==> config.mk <==
export PLATFORM = sky130hd
export DESIGN_NAME = cnn_core_scheduler
export DESIGN_NICKNAME = d
export VERILOG_FILES = /design/src/rtl/cnn_sched_pkg.sv /design/src/rtl/sched_job_fifo.sv /design/src/rtl/cnn_core_scheduler.sv
export SDC_FILE = /design/constraint.sdc
export NUM_CORES = 1
export LEC_CHECK = 0
export CAP_MARGIN = 15
export CORE_MARGIN = 10
export CORE_UTILIZATION = 45
export CTS_BUF_LIST = sky130_fd_sc_hd__clkbuf_4 sky130_fd_sc_hd__clkbuf_8
export CTS_CLUSTER_SIZE = 28
export DETAILED_ROUTE_END_ITERATION = 7
export MAX_ROUTING_LAYER = met4
export PLACE_DENSITY = 0.71
export SYNTH_ARGS = -nofsm -noshare
export SYNTH_HDL_FRONTEND = slang
export SYNTH_SLANG_ARGS = --single-unit
export TNS_END_PERCENT = 1
==> constraint.sdc <==
create_clock -name clk -period 2.2 [get_ports clk]
set_clock_uncertainty 0.05 [all_clocks]
set_input_delay 0.44 -clock clk [delete_from_list [all_inputs] [get_ports clk]]
set_output_delay 0.44 -clock clk [all_outputs]
set_load 0.02 [all_outputs]
==> src/rtl/cnn_sched_pkg.sv <==
// Shared defaults and round-robin selection helper for the CNN core scheduler.
package cnn_sched_pkg;

  localparam int DEF_NUM_CORES = 4;
  localparam int DEF_TAG_W     = 4;
  localparam int DEF_DATA_W    = 32;
  localparam int DEF_JOB_DEPTH = 4;
  localparam int CORE_IDX_W    = $clog2(DEF_NUM_CORES);

  // Selection helper works on the widest supported core count; callers zero-extend.
  localparam int MAX_CORES = 8;
  localparam int SEL_W     = 3;

  typedef struct packed {
    logic             found;
    logic [SEL_W-1:0] idx;
  } rr_sel_t;

  // First set bit of mask at or after start, wrapping within num entries.
  function automatic rr_sel_t rr_first(input logic [MAX_CORES-1:0] mask,
                                       input logic [SEL_W-1:0]     start,
                                       input int                   num);
    rr_sel_t          sel;
    logic [SEL_W-1:0] cand;
    sel = '0;
    for (int k = 0; k < MAX_CORES; k++) begin
      cand = SEL_W'((int'(start) + k) % num);
      if (k < num && !sel.found && mask[cand]) begin
        sel.found = 1'b1;
        sel.idx   = cand;
      end
    end
    return sel;
  endfunction

endpackage

==> src/rtl/sched_job_fifo.sv <==
// Job tag FIFO with registered ready (not full) and empty flags.
module sched_job_fifo #(
  parameter int DEPTH = 4,
  parameter int WIDTH = 4
) (
  input  logic             clk,
  input  logic             rst,
  input  logic             push_req,
  input  logic             pop,
  input  logic [WIDTH-1:0] din,
  output logic             ready,
  output logic             empty,
  output logic [WIDTH-1:0] dout
);

  localparam int AW = $clog2(DEPTH);

  logic [WIDTH-1:0] mem_q [DEPTH];
  logic [WIDTH-1:0] mem_d [DEPTH];
  logic [AW-1:0]    wr_ptr_q, wr_ptr_d;
  logic [AW-1:0]    rd_ptr_q, rd_ptr_d;
  logic [AW:0]      count_q, count_d;
  logic             ready_q, ready_d;
  logic             empty_q, empty_d;
  logic             push, pop_ok;

  // Pointer, count and flag update; a pop never re-opens the FIFO in the same cycle.
  always_comb begin
    mem_d    = mem_q;
    wr_ptr_d = wr_ptr_q;
    rd_ptr_d = rd_ptr_q;
    count_d  = count_q;
    push     = push_req & ready_q;
    pop_ok   = pop & ~empty_q;
    if (push) begin
      mem_d[wr_ptr_q] = din;
      wr_ptr_d        = wr_ptr_q + 1'b1;
    end
    if (pop_ok) rd_ptr_d = rd_ptr_q + 1'b1;
    if (push && !pop_ok)      count_d = count_q + 1'b1;
    else if (!push && pop_ok) count_d = count_q - 1'b1;
    ready_d = (count_d != (AW+1)'(DEPTH));
    empty_d = (count_d == '0);
  end

  // State registers; ready stays low while reset is held.
  always_ff @(posedge clk or negedge rst) begin
    if (!rst) begin
      mem_q    <= '{default: '0};
      wr_ptr_q <= '0;
      rd_ptr_q <= '0;
      count_q  <= '0;
      ready_q  <= 1'b0;
      empty_q  <= 1'b1;
    end else begin
      mem_q    <= mem_d;
      wr_ptr_q <= wr_ptr_d;
      rd_ptr_q <= rd_ptr_d;
      count_q  <= count_d;
      ready_q  <= ready_d;
      empty_q  <= empty_d;
    end
  end

  assign ready = ready_q;
  assign empty = empty_q;
  assign dout  = mem_q[rd_ptr_q];

endmodule

==> src/rtl/cnn_core_scheduler.sv <==
// Round-robin job dispatcher and result collector for parallel CNN cores.
module cnn_core_scheduler
  import cnn_sched_pkg::*;
#(
  parameter int NUM_CORES = DEF_NUM_CORES,
  parameter int TAG_W     = DEF_TAG_W,
  parameter int JOB_DEPTH = DEF_JOB_DEPTH,
  parameter int DATA_W    = DEF_DATA_W
) (
  input  logic                        clk,
  input  logic                        rst,
  input  logic                        job_valid,
  output logic                        job_ready,
  input  logic [TAG_W-1:0]            job_tag,
  output logic [NUM_CORES-1:0]        core_enable,
  output logic [NUM_CORES-1:0]        core_clear,
  output logic [NUM_CORES*TAG_W-1:0]  core_tag,
  input  logic [NUM_CORES-1:0]        core_done,
  input  logic [NUM_CORES*DATA_W-1:0] core_value,
  output logic                        res_valid,
  input  logic                        res_ready,
  output logic [TAG_W-1:0]            res_tag,
  output logic [DATA_W-1:0]           res_value,
  output logic [NUM_CORES-1:0]        busy,
  output logic                        err_spurious
);

  localparam int CIW = $clog2(NUM_CORES);

  logic              fifo_ready, fifo_empty, fifo_pop;
  logic [TAG_W-1:0]  fifo_head;

  logic [NUM_CORES-1:0] core_enable_q, core_enable_d;
  logic [NUM_CORES-1:0] core_clear_q, core_clear_d;
  logic [NUM_CORES-1:0] busy_q, busy_d;
  logic [NUM_CORES-1:0] pend_q, pend_d;
  logic [CIW-1:0]       rr_ptr_q, rr_ptr_d;
  logic [CIW-1:0]       res_ptr_q, res_ptr_d;
  logic [TAG_W-1:0]     core_tag_q [NUM_CORES];
  logic [TAG_W-1:0]     core_tag_d [NUM_CORES];
  logic [DATA_W-1:0]    res_buf_q [NUM_CORES];
  logic [DATA_W-1:0]    res_buf_d [NUM_CORES];
  logic                 res_valid_q, res_valid_d;
  logic [TAG_W-1:0]     res_tag_q, res_tag_d;
  logic [DATA_W-1:0]    res_value_q, res_value_d;
  logic                 err_q, err_d;

  logic [DATA_W-1:0]    core_val [NUM_CORES];
  logic [MAX_CORES-1:0] free_mask, pend_mask;
  rr_sel_t              disp_sel, res_sel;
  logic [CIW-1:0]       disp_idx, res_idx;

  for (genvar g = 0; g < NUM_CORES; g++) begin : g_core_io
    assign core_tag[g*TAG_W +: TAG_W] = core_tag_q[g];
    assign core_val[g]                = core_value[g*DATA_W +: DATA_W];
  end

  sched_job_fifo #(
    .DEPTH (JOB_DEPTH),
    .WIDTH (TAG_W)
  ) u_job_fifo (
    .clk      (clk),
    .rst      (rst),
    .push_req (job_valid),
    .pop      (fifo_pop),
    .din      (job_tag),
    .ready    (fifo_ready),
    .empty    (fifo_empty),
    .dout     (fifo_head)
  );

  // Dispatch, result selection, completion capture and core release.
  always_comb begin
    core_enable_d = '0;
    core_clear_d  = '0;
    busy_d        = busy_q;
    pend_d        = pend_q;
    rr_ptr_d      = rr_ptr_q;
    res_ptr_d     = res_ptr_q;
    core_tag_d    = core_tag_q;
    res_buf_d     = res_buf_q;
    res_valid_d   = res_valid_q;
    res_tag_d     = res_tag_q;
    res_value_d   = res_value_q;
    err_d         = err_q;
    fifo_pop      = 1'b0;

    // A core drops busy the cycle after its clear pulse.
    busy_d = busy_d & ~core_clear_q;

    // A core in its clear cycle is not yet free, so it cannot be re-targeted early.
    free_mask                = '0;
    free_mask[NUM_CORES-1:0] = ~busy_q & ~core_clear_q;
    disp_sel = rr_first(free_mask, SEL_W'(rr_ptr_q), NUM_CORES);
    disp_idx = CIW'(disp_sel.idx);
    if (!fifo_empty && disp_sel.found) begin
      fifo_pop                = 1'b1;
      core_enable_d[disp_idx] = 1'b1;
      core_tag_d[disp_idx]    = fifo_head;
      busy_d[disp_idx]        = 1'b1;
      rr_ptr_d                = CIW'((int'(disp_sel.idx) + 1) % NUM_CORES);
    end

    // Output register refills whenever it is empty or being drained.
    pend_mask                = '0;
    pend_mask[NUM_CORES-1:0] = pend_q;
    res_sel = rr_first(pend_mask, SEL_W'(res_ptr_q), NUM_CORES);
    res_idx = CIW'(res_sel.idx);
    if (!res_valid_q || res_ready) begin
      if (res_sel.found) begin
        res_valid_d           = 1'b1;
        res_tag_d             = core_tag_q[res_idx];
        res_value_d           = res_buf_q[res_idx];
        pend_d[res_idx]       = 1'b0;
        core_clear_d[res_idx] = 1'b1;
        res_ptr_d             = CIW'((int'(res_sel.idx) + 1) % NUM_CORES);
      end else begin
        res_valid_d = 1'b0;
      end
    end

    // Done on an allocated core is captured once; done on an idle core is an error.
    for (int i = 0; i < NUM_CORES; i++) begin
      if (core_done[i]) begin
        if (busy_q[i] && !pend_q[i]) begin
          res_buf_d[i] = core_val[i];
          pend_d[i]    = 1'b1;
        end else if (!busy_q[i]) begin
          err_d = 1'b1;
        end
      end
    end
  end

  // Scheduler state registers.
  always_ff @(posedge clk or negedge rst) begin
    if (!rst) begin
      core_enable_q <= '0;
      core_clear_q  <= '0;
      busy_q        <= '0;
      pend_q        <= '0;
      rr_ptr_q      <= '0;
      res_ptr_q     <= '0;
      core_tag_q    <= '{default: '0};
      res_buf_q     <= '{default: '0};
      res_valid_q   <= 1'b0;
      res_tag_q     <= '0;
      res_value_q   <= '0;
      err_q         <= 1'b0;
    end else begin
      core_enable_q <= core_enable_d;
      core_clear_q  <= core_clear_d;
      busy_q        <= busy_d;
      pend_q        <= pend_d;
      rr_ptr_q      <= rr_ptr_d;
      res_ptr_q     <= res_ptr_d;
      core_tag_q    <= core_tag_d;
      res_buf_q     <= res_buf_d;
      res_valid_q   <= res_valid_d;
      res_tag_q     <= res_tag_d;
      res_value_q   <= res_value_d;
      err_q         <= err_d;
    end
  end

  assign job_ready    = fifo_ready;
  assign core_enable  = core_enable_q;
  assign core_clear   = core_clear_q;
  assign busy         = busy_q;
  assign res_valid    = res_valid_q;
  assign res_tag      = res_tag_q;
  assign res_value    = res_value_q;
  assign err_spurious = err_q;

endmodule
==> flow_summary.yaml <==
status:
  status: "complete, no violations"
placement:
  preCtsSetupSlack_ns: 0.0736
  port_buffers: 206
  gp_congestion: 0.858
  dpl.hpwl_um: 19300
clock_network:
  clkTransAtPathRegs_ns: 0.05
  clockRootBuffer: "clkbuf_8"
  cts_tree: "done"
  insertion_delay_ns: 0.53
  postCtsSetupBuffers: 0
  cts_max_path_buffers: 3
  cts_sinks: 227
  htree_num_levels: 2
  numCtsBuffers: 40
global_routing:
  grt_pass1_vias: 7607
  use_met1_pct: 23.1
  antenna_found_initial: 0
  use_met3_pct: 4.42
  grt_pass1_wl_um: 43200
  grt.busiest_layer: "met2"
  grt_usage_pct: 19.3
  globalRouteMet2Util_pct: 32.4
  grt_max_degree: 59
  grt_overflow_total: 0
critical_path:
  r2r-start: "rr_ptr_q[0]"
  required_ns: 1.71
  slowest_stage: "clkdlybuf4s50_1"
  rrSetupSlack_ns: 0.10
  crit_chain: "clkdlybuf4s50_1"
  startpoint: "core_clear[0]"
  critPathCaptureType: "primary output"
  critPathKind: "reg2out"
  worst_path_dominant_cell_family: "buffers and inverters"
  cp.depth: 1
  critPathBufInv: 1
  slowest_delay_ns: 0.67
  reg2reg_to: "core_tag[4]"
  cp-endpoint: "core_clear[0]"
  crit_fanout: 6
  worst_ep_arrival_time_ns: 1.67
  r2r_cells: 7
  startpoint_type: "flip-flop"
finish:
  layout_common_cells: "dfrtp_1 (226), clkdlybuf4s50_1 (203), mux2_2 (146)"
  layout.nets: 1142
  antennaDiodeCount: 0
  layout_commonest_cell: "dfrtp_1"
  fill_cells: 1778
  final_util_pct: 61.1
  area_growth_pct: 33.7
  final_layout_size_suffix_gt1_share_pct: 33.6
sta:
  tns_ns: 0
  fin_crit_sh_pct: 98.2
  fin_crit_ns: 2.16
  worst_slack_ns: 0.0401
  fmax_mhz: 463
  finalSetupViolations: 0
  hold_viol_final: 0
  drv_slew: 0
  worst_pin_slew_ns: 0.505
  relSlewSlack_pct: 66.3
  rsz0062_at_grt: "true"
detailed_routing:
  ant_nets: 0
  drc: 0
  wl_um: 27600
  drtPass1Iterations: 4
  routedWlPerCell_um: 21.2
  dr_total_vias: 6904
  drtIter0Drc: 478
  viasPerCell: 5.30
run:
  maxCapViolCount: 0
synthesis:
  netlist_instances: 742
  synth.distinct_cells: 47
  yosys_warnings: 0
  syn_area_per_cell_um2: 13.9
  synthArstFlopShare_pct: 100
  yosys_register_bits: 227
  synth_edf_count: 0
  syn_area_mm2: 0.0103
  synthFlopType: "dfrtp_1"
  syn-num-nets: 896
  seq_area_frac_synth_pct: 54.9
floorplan:
  ios: 207
  die_width_um: 172
  core_area_mm2: 0.0226
  rows: 55
  start_util_pct: 45.7
  die_area_mm2: 0.0295
  die_h_um: 172
hold_path:
  min_path_type: "in2async"
power:
  peakVddDrop_mv: 0.885
  leakage_nw: 5.94
  power.density_mw_per_mm2: 1660
-- how the worst min path moves through the flow --
stage	start	end	cells past startpoint
finish	rst	res_buf_q[46]	2
global route	rst	res_buf_q[46]	2
CTS	rst	res_buf_q[8]	2
detailed placement	rst	res_buf_q[46]	1
global placement	rst	res_buf_q[49]	1
floorplan	rst	busy[0]	0
-- power breakdown --
group	leakage, nW	total (W)	switching [W]	internal [W]
logic	2.83	0.0115	0.00577	0.00571
clock network	0.443	0.00391	0.00170	0.00221
registers	2.67	0.00762	0.00127	0.00636
-- logic make-up (layout without fill, tap and decap cells) --
| group | Yosys count | count (layout) | synth area share (%) |
|---|---|---|---|
| flops | 227 | 227 | 54.9 |
| fa+ha+maj | 14 | 14 | 1.69 |
| compound gates | 98 | 98 | 11.0 |
| mux | 205 | 205 | 22.3 |
| simple gates | 131 | 131 | 6.35 |
| buf+inv | 61 | 336 | 3.27 |
| xor+xnor | 6 | 6 | 0.508 |
-- synth_stat cells, drive strengths merged (2+ instances only) --
library cell,number,share of area (%)
a211oi,36,4.4
a21oi,4,0.19
a221oi,36,4.9
and2,42,2.5
buf,23,1.8
clkbuf,18,0.65
dfrtp,226,55
ha,14,1.7
inv,20,0.77
mux2,163,18
mux2i,38,3.7
mux4,4,0.87
nand2,18,0.65
nand2b,2,0.12
nand3,5,0.24
nor2,46,1.7
nor2b,5,0.30
nor3,4,0.19
nor4,2,0.12
o21ai,13,0.74
or2,3,0.18
xnor2,4,0.34
xor2,2,0.17
-- metrics by stage --
stage	hold WS [ns]	std cells	instance area [um2]	total power (W)
after floorplan	0.0944	742	10300	0.0152
after CTS	0.397	1302	13800	0.0232
final	0.402	1302	13800	0.0230
after global placement	0.376	1230	13000	0.0190
after detailed placement	0.368	1230	13000	0.0192
after global routing	0.445	1302	13800	0.0245
-- metal layers --
metal  vias up  part of all wire (%)
li1       3186                     -
met1      3508                    42
met2       170                    51
met3        40                   6.2
met4         0                   1.6
met5         -                     0
-- state kept, by name (all words and copies together) (netlist names) --
register             cells
busy                     4
core_clear               4
core_enable              4
core_tag                16
err_spurious             1
pend_q                   4
res_buf_q              128
res_ptr_q                2
res_tag                  4
res_valid                1
res_value               32
rr_ptr_q                 2
u_job_fifo.count_q       3
u_job_fifo.empty         1
u_job_fifo.mem_q        16
u_job_fifo.rd_ptr_q      2
u_job_fifo.ready         1
u_job_fifo.wr_ptr_q      2
-- layout make-up --
type	instances	area, um2	share of cell area, %
Sequential cell	227	5680	41.1
Clock inverter	8	40.0	0.290
Tap cell	285	357	2.58
Timing Repair Buffer	245	2530	18.3
Clock buffer	63	767	5.55
Inverter	20	80.1	0.579
Multi-Input combinational cell	454	4370	31.6
-- what timing repair did --
action                                  4_1_cts  5_1_grt
hold endpoints to repair                     53        0
resized for setup                             2        3
hold buffers                                  1        0
endpoints found under the setup margin        2       17
(Power assumes the default switching activity.)
